$ cat src/rtl/dma_arb_pkg.sv
// Shared types and constants for the DMA request arbiter.
// DMA_ARB_TIMEOUT_EN (optional) enables the stuck-transaction timeout in the top level.
package dma_arb_pkg;

    typedef enum logic [1:0] {
        IDLE    = 2'd0,
        RD_BUSY = 2'd1,
        WR_BUSY = 2'd2,
        DRAIN   = 2'd3
    } arb_state_e;

    localparam logic REQ_ICACHE = 1'b0;
    localparam logic REQ_DCACHE = 1'b1;

    localparam int unsigned ARB_TIMEOUT_CYCLES = 65535;
    localparam int unsigned TO_CNT_W           = 16;

    function automatic logic [1:0] req_onehot(input logic id);
        return (id == REQ_DCACHE) ? 2'b10 : 2'b01;
    endfunction

endpackage

$ cat src/rtl/rr_arbiter2.sv
// Two-way round-robin pick (combinational) with a registered priority pointer.
// The pointer moves to the requester that did not own the last completed transaction.
module rr_arbiter2
    import dma_arb_pkg::*;
(
    input  logic       clk_i,
    input  logic       rst_n_i,
    input  logic [1:0] req_i,
    input  logic       advance_i,
    input  logic       last_id_i,
    output logic       gnt_valid_o,
    output logic       gnt_id_o
);

    logic rr_q;

    always_comb begin
        gnt_valid_o = |req_i;
        gnt_id_o    = req_i[rr_q] ? rr_q : ~rr_q;
    end

    always_ff @(posedge clk_i or negedge rst_n_i) begin
        if (!rst_n_i) begin
            rr_q <= REQ_ICACHE;
        end else if (advance_i) begin
            rr_q <= ~last_id_i;
        end
    end

endmodule

$ cat src/rtl/dma_request_arbiter.sv
// Serialises I-cache / D-cache refill and write-back requests onto the single DMA engine.
// Optional macro DMA_ARB_TIMEOUT_EN adds a 65535-cycle abort with arb_timeout/arb_timeout_sticky.
//
// state   | meaning
// IDLE    | no transaction; pick a requester by round-robin, write-back first
// RD_BUSY | page-fault refill in flight; wait for dma_page_fault_done
// WR_BUSY | write-back in flight; wait for dma_write_back_done
// DRAIN   | completed; wait for both level dones to drop before re-arbitrating
module dma_request_arbiter
    import dma_arb_pkg::*;
#(
    parameter int ADDR_WIDTH      = 32,
    parameter int READ_BURST_LEN  = 8,
    parameter int WRITE_BURST_LEN = 8
) (
    input  logic                         cpu_clk,
    input  logic                         cpu_rst_n,
    input  logic [1:0]                   req_rd,
    input  logic [2*ADDR_WIDTH-1:0]      req_rd_addr,
    input  logic [2*READ_BURST_LEN-1:0]  req_rd_len,
    output logic [1:0]                   req_rd_done,
    input  logic [1:0]                   req_wr,
    input  logic [2*ADDR_WIDTH-1:0]      req_wr_addr,
    input  logic [2*WRITE_BURST_LEN-1:0] req_wr_len,
    output logic [1:0]                   req_wr_done,
    output logic                         dma_page_fault_happen,
    input  logic                         dma_page_fault_done,
    output logic [ADDR_WIDTH-1:0]        dma_page_fault_addr,
    output logic [READ_BURST_LEN-1:0]    dma_page_fault_burst_len,
    output logic                         dma_write_back_happen,
    input  logic                         dma_write_back_done,
    output logic [ADDR_WIDTH-1:0]        dma_write_back_addr,
    output logic [WRITE_BURST_LEN-1:0]   dma_write_back_burst_len,
    output logic                         grant_id,
    output logic                         busy
`ifdef DMA_ARB_TIMEOUT_EN
    ,
    output logic                         arb_timeout,
    output logic                         arb_timeout_sticky
`endif
);

    arb_state_e                 state_q;
    logic                       grant_q;
    logic                       busy_q;
    logic                       pf_happen_q;
    logic                       wb_happen_q;
    logic [ADDR_WIDTH-1:0]      pf_addr_q;
    logic [READ_BURST_LEN-1:0]  pf_len_q;
    logic [ADDR_WIDTH-1:0]      wb_addr_q;
    logic [WRITE_BURST_LEN-1:0] wb_len_q;
    logic [1:0]                 rd_done_q;
    logic [1:0]                 wr_done_q;

    logic                       gnt_valid;
    logic                       gnt_id;
    logic                       win_wr;
    logic [ADDR_WIDTH-1:0]      sel_rd_addr_d;
    logic [READ_BURST_LEN-1:0]  sel_rd_len_d;
    logic [ADDR_WIDTH-1:0]      sel_wr_addr_d;
    logic [WRITE_BURST_LEN-1:0] sel_wr_len_d;
    logic                       to_expired;
    logic                       rd_fin;
    logic                       wr_fin;

`ifdef DMA_ARB_TIMEOUT_EN
    localparam logic [TO_CNT_W-1:0] TO_LOAD = TO_CNT_W'(ARB_TIMEOUT_CYCLES - 1);

    logic [TO_CNT_W-1:0] to_cnt_q;
    logic                timeout_q;
    logic                sticky_q;

    // Reloaded every idle cycle so it holds the full budget on the grant edge.
    always_ff @(posedge cpu_clk or negedge cpu_rst_n) begin
        if (!cpu_rst_n) begin
            to_cnt_q <= TO_LOAD;
        end else if (state_q == IDLE) begin
            to_cnt_q <= TO_LOAD;
        end else if ((state_q == RD_BUSY || state_q == WR_BUSY) && to_cnt_q != '0) begin
            to_cnt_q <= to_cnt_q - 1'b1;
        end
    end

    assign to_expired         = (to_cnt_q == '0);
    assign arb_timeout        = timeout_q;
    assign arb_timeout_sticky = sticky_q;
`else
    assign to_expired = 1'b0;
`endif

    rr_arbiter2 u_rr (
        .clk_i       (cpu_clk),
        .rst_n_i     (cpu_rst_n),
        .req_i       (req_rd | req_wr),
        .advance_i   (rd_fin | wr_fin),
        .last_id_i   (grant_q),
        .gnt_valid_o (gnt_valid),
        .gnt_id_o    (gnt_id)
    );

    always_comb begin
        if (gnt_id == REQ_DCACHE) begin
            win_wr        = req_wr[1];
            sel_rd_addr_d = req_rd_addr[2*ADDR_WIDTH-1:ADDR_WIDTH];
            sel_rd_len_d  = req_rd_len[2*READ_BURST_LEN-1:READ_BURST_LEN];
            sel_wr_addr_d = req_wr_addr[2*ADDR_WIDTH-1:ADDR_WIDTH];
            sel_wr_len_d  = req_wr_len[2*WRITE_BURST_LEN-1:WRITE_BURST_LEN];
        end else begin
            win_wr        = req_wr[0];
            sel_rd_addr_d = req_rd_addr[ADDR_WIDTH-1:0];
            sel_rd_len_d  = req_rd_len[READ_BURST_LEN-1:0];
            sel_wr_addr_d = req_wr_addr[ADDR_WIDTH-1:0];
            sel_wr_len_d  = req_wr_len[WRITE_BURST_LEN-1:0];
        end
    end

    assign rd_fin = (state_q == RD_BUSY) && (dma_page_fault_done || to_expired);
    assign wr_fin = (state_q == WR_BUSY) && (dma_write_back_done || to_expired);

    always_ff @(posedge cpu_clk or negedge cpu_rst_n) begin
        if (!cpu_rst_n) begin
            state_q     <= IDLE;
            grant_q     <= REQ_ICACHE;
            busy_q      <= 1'b0;
            pf_happen_q <= 1'b0;
            wb_happen_q <= 1'b0;
            pf_addr_q   <= '0;
            pf_len_q    <= '0;
            wb_addr_q   <= '0;
            wb_len_q    <= '0;
            rd_done_q   <= '0;
            wr_done_q   <= '0;
`ifdef DMA_ARB_TIMEOUT_EN
            timeout_q   <= 1'b0;
            sticky_q    <= 1'b0;
`endif
        end else begin
            rd_done_q <= '0;
            wr_done_q <= '0;
`ifdef DMA_ARB_TIMEOUT_EN
            timeout_q <= 1'b0;
`endif
            case (state_q)
                IDLE: begin
                    if (gnt_valid) begin
                        grant_q <= gnt_id;
                        busy_q  <= 1'b1;
                        // Write-back wins so a dirty eviction lands before its refill.
                        if (win_wr) begin
                            wb_addr_q   <= sel_wr_addr_d;
                            wb_len_q    <= sel_wr_len_d;
                            wb_happen_q <= 1'b1;
                            state_q     <= WR_BUSY;
                        end else begin
                            pf_addr_q   <= sel_rd_addr_d;
                            pf_len_q    <= sel_rd_len_d;
                            pf_happen_q <= 1'b1;
                            state_q     <= RD_BUSY;
                        end
                    end
                end
                RD_BUSY: begin
                    if (rd_fin) begin
                        pf_happen_q <= 1'b0;
                        rd_done_q   <= req_onehot(grant_q);
                        state_q     <= DRAIN;
`ifdef DMA_ARB_TIMEOUT_EN
                        if (!dma_page_fault_done) begin
                            timeout_q <= 1'b1;
                            sticky_q  <= 1'b1;
                        end
`endif
                    end
                end
                WR_BUSY: begin
                    if (wr_fin) begin
                        wb_happen_q <= 1'b0;
                        wr_done_q   <= req_onehot(grant_q);
                        state_q     <= DRAIN;
`ifdef DMA_ARB_TIMEOUT_EN
                        if (!dma_write_back_done) begin
                            timeout_q <= 1'b1;
                            sticky_q  <= 1'b1;
                        end
`endif
                    end
                end
                DRAIN: begin
                    if (!dma_page_fault_done && !dma_write_back_done) begin
                        state_q <= IDLE;
                        busy_q  <= 1'b0;
                    end
                end
                default: state_q <= IDLE;
            endcase
        end
    end

    assign req_rd_done              = rd_done_q;
    assign req_wr_done              = wr_done_q;
    assign dma_page_fault_happen    = pf_happen_q;
    assign dma_page_fault_addr      = pf_addr_q;
    assign dma_page_fault_burst_len = pf_len_q;
    assign dma_write_back_happen    = wb_happen_q;
    assign dma_write_back_addr      = wb_addr_q;
    assign dma_write_back_burst_len = wb_len_q;
    assign grant_id                 = grant_q;
    assign busy                     = busy_q;

endmodule

$ cat config.mk
export PLATFORM = sky130hd
export DESIGN_NAME = dma_request_arbiter
export DESIGN_NICKNAME = d
export VERILOG_FILES = /design/src/rtl/dma_arb_pkg.sv /design/src/rtl/rr_arbiter2.sv /design/src/rtl/dma_request_arbiter.sv
export SDC_FILE = /design/constraint.sdc
export NUM_CORES = 1
export LEC_CHECK = 0
export ABC_AREA = 1
export ABC_CLOCK_PERIOD_IN_PS = 4800
export CAP_MARGIN = 20
export CORE_MARGIN = 1
export CORE_UTILIZATION = 30
export DETAILED_ROUTE_END_ITERATION = 7
export PLACE_DENSITY_LB_ADDON = 0.15
export SLEW_MARGIN = 30
export SYNTH_ARGS = -nofsm -noshare
export SYNTH_HDL_FRONTEND = slang
export SYNTH_SLANG_ARGS = --single-unit
$ cat constraint.sdc
create_clock -name cpu_clk -period 4.8 [get_ports cpu_clk]
set_clock_uncertainty 0.15 [all_clocks]
set_input_delay 0.96 -clock cpu_clk [delete_from_list [all_inputs] [get_ports cpu_clk]]
set_output_delay 0.96 -clock cpu_clk [all_outputs]
set_load 0.1 [all_outputs]
==> qor.txt <==
SYNTHESIS
--------------------------------------------------------------------------------------------------------
Number of enable-type register cells in the synthesized netlist ...........................            0
Gate Count Post-Synth .....................................................................          691
Library cells used by synthesis ...........................................................           23
Cell with the most instances after synthesis ..............................................      nand2_1
Adder-Cell Fraction of Synth Area .........................................................       1.284%
Area share of the largest cell type after synthesis .......................................       46.74%
Leading area contributor after synthesis ..................................................      dfrtp_1
Primary FF master, synth ..................................................................      dfrtp_1
Top post-synthesis cells by count ......................................................... nand2_1 (378), dfrtp_1 (91), nand3_1 (86)
Share of the yosys chip area belonging to registers .......................................       46.74%
Synthesized area ..........................................................................     4872 µm²
Seq cells post-synth ......................................................................           91
Synthesized area per cell .................................................................    7.051 µm²
Cell types occupying the most area after synthesis ........................................ dfrtp_1 (47%), nand2_1 (29%), nand3_1 (8.8%), o21ai_0 (4.7%), buf_6 (1.8%)
Simple-gate area share of the yosys netlist ...............................................       40.29%
Net count of the mapped netlist ...........................................................          864
Proportion of synthesized area in mux cells ...............................................           0%
Fraction of registers with async set/reset ................................................       100.0%
Xor/xnor share of the synthesized area ....................................................           0%
Main combinational cell family by area after synthesis .................................... simple AND/OR/NAND/NOR gates
Ys Warns ..................................................................................            0
Share of the synthesized area in compound gates (AO/OA/AOI/OAI) ...........................       5.290%

CLOCK NETWORK
--------------------------------------------------------------------------------------------------------
CTS H-tree depth ..........................................................................            3
Buffers inserted by post-CTS timing repair ................................................            0
Worst-skew pair later-pin latency .........................................................      0.34 ns
CTS buffer count ..........................................................................            9
Clock tree sinks ..........................................................................           91
Hold-fix buffers, CTS .....................................................................            0
Clock root cell ...........................................................................    clkbuf_16
Clock tree from TritonCTS .................................................................          yes
Post-CTS clock slew at the launch and capture registers of the worst setup and hold paths .      0.06 ns
Bufs on Longest Clock Path ................................................................            2
Post_cts resized ..........................................................................            0

GLOBAL ROUTING
--------------------------------------------------------------------------------------------------------
Antenna violations before repair ..........................................................            0
Maximum number of pins on one net before global-route repair ..............................           81
Overflow left after global routing ........................................................            0
Tot GR Track Use ..........................................................................       18.92%
Wire length of the first global-routing pass ..............................................     24500 µm
Number of global-route vias before repair .................................................         4846

DETAILED ROUTING
--------------------------------------------------------------------------------------------------------
Count of routing violations after the opening detailed-route iteration ....................          241
Routed wire per std cell ..................................................................     13.56 µm
Detailed Routing Iterations Pass 1 ........................................................            4
Routed via count divided by cell count ....................................................        4.490
Antenna viol nets, final ..................................................................            0
Via count .................................................................................         5119
Routed WL .................................................................................     15450 µm
Number of remaining DRC errors ............................................................            0

LAYOUT
--------------------------------------------------------------------------------------------------------
Final std cells w/o fill ..................................................................         1140
Antenna cells .............................................................................            0
Final Net Count ...........................................................................         1092
Fill cells ................................................................................         1640
Area overhead of the layout relative to synthesis .........................................       60.27%
Share of final-layout standard cells stronger than drive strength 1 .......................       3.896%

FLOORPLANNING
--------------------------------------------------------------------------------------------------------
Die area ..................................................................................    16750 µm²
DIE WIDTH .................................................................................     129.4 µm
Starting density of the core ..............................................................       30.67%
Site row count ............................................................................           46
Die H .....................................................................................     129.4 µm
Area of the core ..........................................................................    15890 µm²
IO Pins ...................................................................................          256

PLACE
--------------------------------------------------------------------------------------------------------
Final HPWL from detailed placement ........................................................     10430 µm
Placer's final routability congestion estimate ............................................       0.7545
Placed insts ..............................................................................         1123
Port bufs .................................................................................          255

WORST SETUP PATH
--------------------------------------------------------------------------------------------------------
Worst Setup End Kind ......................................................................         flop
Most used cell along the critical path ....................................................      nand2_1
CP Data Required Time .....................................................................      4.93 ns
Category of the worst setup path launch point .............................................   input port
Highest cell delay on the worst timing path ...............................................      0.66 ns
Ordered list of cells on the worst path ................................................... clkdlybuf4s50_1, nor2_1, nand2_1, nand3_2, nand2_4, nand2_4, inv_2, nand2_1, nand2_1
Critical path peak fanout .................................................................           45
Reg2Reg Setup Slack .......................................................................      2.21 ns
CP arrival ................................................................................      3.47 ns
Crit path max-delay family ................................................................ simple AND/OR/NAND/NOR gates
Buffers & Inverters on Critical Path ......................................................            2
CP max-delay cell .........................................................................        inv_2
Path type of the worst setup path ......................................................... input port to flop

STA
--------------------------------------------------------------------------------------------------------
Shortest period the worst path allows .....................................................     3.341 ns
Final clock period utilization by the worst path ..........................................       69.59%
Top achievable clock speed ................................................................   0.2994 GHz
Tightest Pin Transition ...................................................................     1.031 ns
Post-Route Setup TNS ......................................................................         0 ns
Max-slew violation total from the final report ............................................            0
RSZ-0062 raised after global routing ......................................................           no
Final setup violation count ...............................................................            0
Final Hold Violating Endpoints ............................................................            0
Relative slew margins .....................................................................       31.02%

OUTCOME
--------------------------------------------------------------------------------------------------------
Run status ................................................................................ finished clean

JOB
--------------------------------------------------------------------------------------------------------
Maximum capacitance violations ............................................................            0

MIN PATH
--------------------------------------------------------------------------------------------------------
Worst hold path class ..................................................................... flop to flop

[cells in the final DEF, fill, tap and decap left out, types with 3 or more instances in the layout]
master           count
dfrtp_1             91
clkdlybuf4s50_1    252
nand2_2              3
nand2_1            378
nor2_1               7
inv_1               17
clkbuf_16            9
nand2_4              3
buf_4                6
o21ai_0             46
ha_1                 5
nand3_1             86
[path summary, 6_finish.rpt]
| check | end | cells past startpoint | startpoint |
|---|---|---|---|
| max in group asynchronous | dma_page_fault_addr[12] | 2 | cpu_rst_n |
| hold reg to reg | req_rd_done[0] | 1 | grant_id |
| setup / recovery | dma_write_back_addr[9] | 9 | req_wr[1] |
| hold / removal | req_rd_done[0] | 1 | grant_id |
| setup reg to reg | dma_write_back_addr[9] | 8 | u_rr.rr_q |
| min in group asynchronous | dma_write_back_burst_len[0] | 1 | cpu_rst_n |
[logic make-up (layout without fill, tap and decap cells)]
family / after synthesis / in the layout
AO/OA/AOI/OAI: 50 / 50
adder cells (fa/ha/maj): 5 / 5
buffers and inverters: 63 / 296
flip-flops: 91 / 91
AND/OR/NAND/NOR: 482 / 482
[routing by layer]
layer	GRT usage (%)	part of all wire (%)	up-vias
li1	-	-	2628
met1	22.02	42	2313
met2	32.64	48	152
met3	5.945	7.1	26
met4	6.977	2.7	0
met5	0	0	-
[sequential cells by signal, summed over array words and instances, names as in the netlist]
signal	flops
u_rr.rr_q	1
req_wr_done	2
dma_page_fault_burst_len	8
dma_page_fault_happen	1
dma_write_back_burst_len	8
dma_page_fault_addr	32
dma_write_back_addr	32
req_rd_done	2
state_q	2
busy	1
dma_write_back_happen	1
grant_id	1
[area by class of cell]
class	instances	area (µm²)	area share [%]
clock inverters	4	50.05	0.6409
inverters	19	71.32	0.9133
multi-input cells	537	2288	29.31
well taps	216	270.3	3.461
repair buffers	261	2605	33.36
flip-flops and latches	91	2277	29.16
clock buffers	12	246.5	3.157
[through the flow]
stage	setup slack [ns]	area, µm²	utilization, %	hold WS, ns
floorplan	2.736	4872	-	0.4307
global placement	1.104	7490	47.15	0.3123
detailed placement	1.049	7495	47.18	0.3139
CTS	1.405	7791	49.05	0.3311
global route	1.181	7809	49.16	0.3465
finish	1.459	7809	49.16	0.3276
Power is not shown: default switching activity piles up to over one toggle a cycle in this logic, so the estimate is an artifact.
